## src/rtl/end_screen_ctrl.sv

```systemverilog
// Game-over screen sequencer: reveal, show, blinking prompts and a single restart/credit request.
// Optional attract-mode timeout in PROMPT is enabled by defining END_SCREEN_TIMEOUT_EN.
module end_screen_ctrl #(
   parameter int unsigned REVEAL_FRAMES  = 30,
   parameter int unsigned PROMPT_FRAMES  = 60,
   parameter int unsigned BLINK_FRAMES   = 16,
   parameter int unsigned TIMEOUT_FRAMES = 600,
   parameter int unsigned CNT_W          = 10
) (
   input  logic       clk_i,
   input  logic       reset_i,
   input  logic       start_of_frame_i,
   input  logic       game_ended_i,
   input  logic       new_high_score_i,
   input  logic       key_start_i,
   input  logic       key_credit_i,
   output logic       end_screen_en_o,
   output logic       game_over_visible_o,
   output logic       high_score_on_o,
   output logic       prompt_on_o,
   output logic       restart_req_o,
   output logic       credit_req_o,
   output logic       attract_req_o,
   output logic [1:0] state_o
);

   typedef enum logic [1:0] {
      StIdle   = 2'd0,
      StReveal = 2'd1,
      StShow   = 2'd2,
      StPrompt = 2'd3
   } state_e;

   localparam logic [CNT_W-1:0] RevealLast = CNT_W'(REVEAL_FRAMES - 1);
   localparam logic [CNT_W-1:0] PromptLast = CNT_W'(PROMPT_FRAMES - 1);
   localparam logic [CNT_W-1:0] BlinkLast  = CNT_W'(BLINK_FRAMES - 1);

   state_e           state_q, state_d;
   logic [CNT_W-1:0] cnt_q, cnt_d, cnt_inc;
   logic [CNT_W-1:0] blink_cnt_q, blink_cnt_d, blink_cnt_step;
   logic             phase_q, phase_d, phase_step;
   logic             hs_q, hs_d;
   logic             valid_q, game_ended_q, key_start_q, key_credit_q;
   logic             ge_rise, ks_rise, kc_rise;
   logic             en_d, gov_d, hs_on_d, prompt_d, restart_d, credit_d, attract_d;

   // Edges are only trusted once the previous-value registers hold a post-reset sample.
   assign ge_rise = valid_q & game_ended_i & ~game_ended_q;
   assign ks_rise = valid_q & key_start_i & ~key_start_q;
   assign kc_rise = valid_q & key_credit_i & ~key_credit_q;

   assign cnt_inc        = (cnt_q == '1) ? cnt_q : cnt_q + 1'b1;
   assign blink_cnt_step = (blink_cnt_q == BlinkLast) ? '0 : blink_cnt_q + 1'b1;
   assign phase_step     = (blink_cnt_q == BlinkLast) ? ~phase_q : phase_q;

`ifdef END_SCREEN_TIMEOUT_EN
   localparam logic [CNT_W-1:0] TimeoutLast = CNT_W'(TIMEOUT_FRAMES - 1);
`else
   logic unused_timeout;
   assign unused_timeout = ^CNT_W'(TIMEOUT_FRAMES);
`endif

   always_comb begin
      state_d     = state_q;
      cnt_d       = cnt_q;
      blink_cnt_d = blink_cnt_q;
      phase_d     = phase_q;
      hs_d        = hs_q;
      restart_d   = 1'b0;
      credit_d    = 1'b0;
      attract_d   = 1'b0;

      unique case (state_q)
         StIdle: begin
            if (ge_rise) begin
               hs_d    = new_high_score_i;
               cnt_d   = '0;
               state_d = StReveal;
            end
         end
         StReveal: begin
            if (!game_ended_i) begin
               state_d = StIdle;
            end else if (start_of_frame_i) begin
               if (cnt_q == RevealLast) begin
                  state_d     = StShow;
                  cnt_d       = '0;
                  blink_cnt_d = '0;
                  phase_d     = 1'b1;
               end else begin
                  cnt_d = cnt_inc;
               end
            end
         end
         StShow: begin
            if (!game_ended_i) begin
               state_d = StIdle;
            end else if (start_of_frame_i) begin
               blink_cnt_d = blink_cnt_step;
               phase_d     = phase_step;
               if (cnt_q == PromptLast) begin
                  state_d = StPrompt;
                  cnt_d   = '0;
               end else begin
                  cnt_d = cnt_inc;
               end
            end
         end
         StPrompt: begin
            if (!game_ended_i) begin
               state_d = StIdle;
            end else if (ks_rise) begin
               restart_d = 1'b1;
               state_d   = StIdle;
            end else begin
               if (start_of_frame_i) begin
                  blink_cnt_d = blink_cnt_step;
                  phase_d     = phase_step;
               end
               if (kc_rise) begin
                  credit_d = 1'b1;
                  cnt_d    = '0;
               end
`ifdef END_SCREEN_TIMEOUT_EN
               else if (start_of_frame_i) begin
                  if (cnt_q == TimeoutLast) begin
                     attract_d = 1'b1;
                     state_d   = StIdle;
                  end else begin
                     cnt_d = cnt_inc;
                  end
               end
`endif
            end
         end
         default: state_d = StIdle;
      endcase

      // Outputs are decoded from the next state so they register alongside it.
      en_d     = (state_d != StIdle);
      gov_d    = (state_d == StShow) || (state_d == StPrompt);
      hs_on_d  = gov_d & hs_d & phase_d;
      prompt_d = (state_d == StPrompt) & phase_d;
   end

   always_ff @(posedge clk_i or posedge reset_i) begin
      if (reset_i) begin
         state_q             <= StIdle;
         cnt_q               <= '0;
         blink_cnt_q         <= '0;
         phase_q             <= 1'b0;
         hs_q                <= 1'b0;
         valid_q             <= 1'b0;
         game_ended_q        <= 1'b0;
         key_start_q         <= 1'b0;
         key_credit_q        <= 1'b0;
         end_screen_en_o     <= 1'b0;
         game_over_visible_o <= 1'b0;
         high_score_on_o     <= 1'b0;
         prompt_on_o         <= 1'b0;
         restart_req_o       <= 1'b0;
         credit_req_o        <= 1'b0;
         attract_req_o       <= 1'b0;
      end else begin
         state_q             <= state_d;
         cnt_q               <= cnt_d;
         blink_cnt_q         <= blink_cnt_d;
         phase_q             <= phase_d;
         hs_q                <= hs_d;
         valid_q             <= 1'b1;
         game_ended_q        <= game_ended_i;
         key_start_q         <= key_start_i;
         key_credit_q        <= key_credit_i;
         end_screen_en_o     <= en_d;
         game_over_visible_o <= gov_d;
         high_score_on_o     <= hs_on_d;
         prompt_on_o         <= prompt_d;
         restart_req_o       <= restart_d;
         credit_req_o        <= credit_d;
         attract_req_o       <= attract_d;
      end
   end

   assign state_o = state_q;

endmodule

```

## config.mk

```make
export PLATFORM = sky130hd
export DESIGN_NAME = end_screen_ctrl
export DESIGN_NICKNAME = d
export VERILOG_FILES = /design/src/rtl/end_screen_ctrl.sv
export SDC_FILE = /design/constraint.sdc
export NUM_CORES = 1
export LEC_CHECK = 0
export CAP_MARGIN = 15
export CORE_UTILIZATION = 55
export CTS_CLUSTER_SIZE = 8
export DETAILED_ROUTE_END_ITERATION = 12
export DONT_BUFFER_PORTS = 1
export GPL_TIMING_DRIVEN = 0
export PLACE_DENSITY = 0.79
export SLEW_MARGIN = 20
export SYNTH_ARGS = -nofsm -noshare
export SYNTH_HDL_FRONTEND = slang
export SYNTH_SLANG_ARGS = --single-unit
```

## constraint.sdc

```tcl
create_clock -name clk_i -period 4.5 [get_ports clk_i]
set_input_delay 0.675 -clock clk_i [delete_from_list [all_inputs] [get_ports clk_i]]
set_output_delay 0.675 -clock clk_i [all_outputs]
set_load 0.02 [all_outputs]
```

==> metrics <==
setup violation total in the final timing report=0; worst ir drop on vdd=0.284 mV; drt first pass iters=4; wire per inst=13.8 um; io pins=16; critical path type=flop to flop; commonest non-fill, non-tap cells in the layout=33 x dfrtp_1, 24 x nor2_1, 21 x nand2_1, 13 x o31ai_1, 12 x inv_1; maximum fanout along the worst path=11; cts repair resizes=0; met3 Use GR=5.88%; Remaining Overflow, GRT=0; Gate power share=31.2%; final core occ=60.7%; # diodes=0; detailed placer's ending HPWL=2.68 mm; vias in the first global route=1481; Worst-Skew Late Latency=0.33 ns; Seq/Total Area, Yosys=42.7%; most common cell after layout, fill and taps aside=dfrtp_1; die area=0.00376 mm2; Hold Crit Class=input pin to async pin; Synth top area share=42.7%; Primary FF master, synth=dfrtp_1; Post-synth EDFFs=0; Yosys top cell by area=dfrtp_1; CTS Sinks=33; Internal=467 uW; CTS max path bufs=2; # Post-CTS Setup Buffers=0; Setup TNS Final=0 ns; htree depth=2; Vias=1568; fin. max-slew vios=0; crit path time final=2.86 ns; DIE WIDTH=61.3 um; share of cells above drive strength 1=10.3%; Clock Root Buffer=clkbuf_4; DR iter-0 viols=79; reg2reg end=cnt_q[3]; Syn-to-layout area delta=5.50%; Syn Inst Count=216; DRC Markers=0; busiest layer in global routing=met2; RSZ-0062 raised after global routing=no; synthesized area=0.00193 mm2; CP Capture Type=flop; final net count=238; Psw=278 uW; syn nets=231; GPL Wtd Cong=0.802; port bufs=0; vias per inst=5.81; Switching Fraction=37.3%; first-pass GRT wire length=6.47 mm; startpoint types=flop; Hold Fails Final Rpt=0; TritonCTS Buffers=5; CTS tree=built; Slew @ Worst Pin=0.750 ns; Avg Cell Area, Syn=8.96 um2; Lkg Pwr=0.000889 uW; core area=0.00336 mm2; DRT antenna net count=0; Clock Skew=0.00891 ns; max_slew headroom=49.8%; Tcrit/Tclk final=63.6%; worst r2r src=game_over_visible_o; Reg power frac=48.1%; initial antenna violation count=0; starting density of the core=57.5%; Netlist cell types=50; critical path arrival=3.12 ns; Rows=21; flop and latch count out of synthesis=33; # hold bufs at CTS=0; Worst R2R Setup Slack=1.64 ns; Post-synth ARST share=100%; power share of the clock group=20.7%; Power Dens Cells=365 mW/mm2; synth top area cells=dfrtp_1 43%, ha_1 5.2%, o31ai_1 5.0%; chip height=61.3 um; status=complete, no violations; R2R cell count=8; pin count of the biggest net entering global routing=34; GRT Total Usage=23.6%; MaxCap Viol Count=0; synth warn=0; CP required=4.76 ns; FMAX=349 MHz; met2 Use GR=40.4%; met1 Use GR=29.1%; Clock Pin Slew Worst Setup and Hold Paths=0.09 ns; final wirelength=3.74 mm
==> cells in the mapped netlist, types with 2 or more instances <==
cell / instances
nor3_1: 3
inv_1: 13
or2_2: 2
buf_4: 2
dfrtp_1: 33
nand2_1: 21
nor2_1: 24
nand2b_1: 3
a31oi_1: 4
and2_1: 2
nand3_1: 10
nor4b_1: 2
buf_2: 5
a21oi_1: 10
o211ai_1: 2
conb_1: 2
ha_1: 8
a21o_1: 2
o21ai_0: 7
o21ai_1: 6
and3_1: 4
nand4_1: 3
nand3b_1: 2
or4_1: 8
o31ai_1: 13
==> sequential cells by signal, summed over array words and instances (netlist names) <==
name	flops
key_credit_q	1
game_ended_q	1
game_over_visible_o	1
prompt_on_o	1
hs_q	1
cnt_q	10
key_start_q	1
high_score_on_o	1
state_o	1
end_screen_en_o	1
restart_req_o	1
blink_cnt_q	10
phase_q	1
valid_q	1
credit_req_o	1
==> power groups by stage <==
| stage | clock (uW) | combinational [uW] | sequential [uW] |
|---|---|---|---|
| global placement | 0 | 227 | 362 |
| finish | 154 | 232 | 358 |
| floorplan | 0 | 187 | 357 |
| detailed placement | 0 | 231 | 364 |
| CTS | 161 | 232 | 358 |
| global route | 174 | 267 | 364 |
==> critical path: stages (launching register included) <==
cell and delay, ns:
dfrtp_1 0.72, inv_1 0.18, ha_1 0.33, or2_2 0.33, a22oi_1 0.31, nand3_1 0.21
buf_2 0.24, or3_1 0.32, a21oi_1 0.14
==> routing by layer <==
metal | vias up | routed length (um)
li1 | 801 | -
met1 | 736 | 1760
met2 | 26 | 1790
met3 | 5 | 131
met4 | 0 | 54
met5 | - | 0
==> cell families (layout without fill, tap and decap cells) <==
family	after synthesis	after routing	share of synthesized area, %
xor gates and xnor gates	1	1	0.453
other	2	2	0.388
muxes	2	2	1.10
buffers and inverters	21	29	4.79
and+or+nand+nor	92	92	25.0
DFF	33	33	42.7
adders and majority gates	8	8	5.17
AOI/OAI and AO/OA	57	57	20.4
==> layout make-up <==
| cell class | count | area [um2] |
|---|---|---|
| Fill cell | 304 | 1320 |
| Clock buffer | 8 | 48.8 |
| Multi-Input combinational cell | 162 | 1020 |
| Buffer | 8 | 43.8 |
| Inverter | 13 | 48.8 |
| Sequential cell | 33 | 826 |
| Tap cell | 46 | 57.6 |
==> worst max path at each step <==
stage                        startpoint       end  slack [ns]
floorplan           game_over_visible_o  cnt_q[3]        2.11
global placement    game_over_visible_o  cnt_q[3]        1.74
detailed placement  game_over_visible_o  cnt_q[3]        1.73
CTS                 game_over_visible_o  cnt_q[3]        1.69
global route        game_over_visible_o  cnt_q[3]        1.45
finish              game_over_visible_o  cnt_q[3]        1.64
==> metrics by stage <==
step                      std cells  power, uW  setup WS [ns]  cell area, um2  hold slack (ns)
after CTS                       270        751           1.69            2040            0.332
after detailed placement        262        594           1.73            1990            0.484
after global routing            270        805           1.45            2040            0.336
after floorplan                 216        544           2.11            1930            0.439
final                           270        745           1.64            2040            0.315
after global placement          262        590           1.74            1990            0.462
Note: power is estimated with default switching activity, not from simulation.
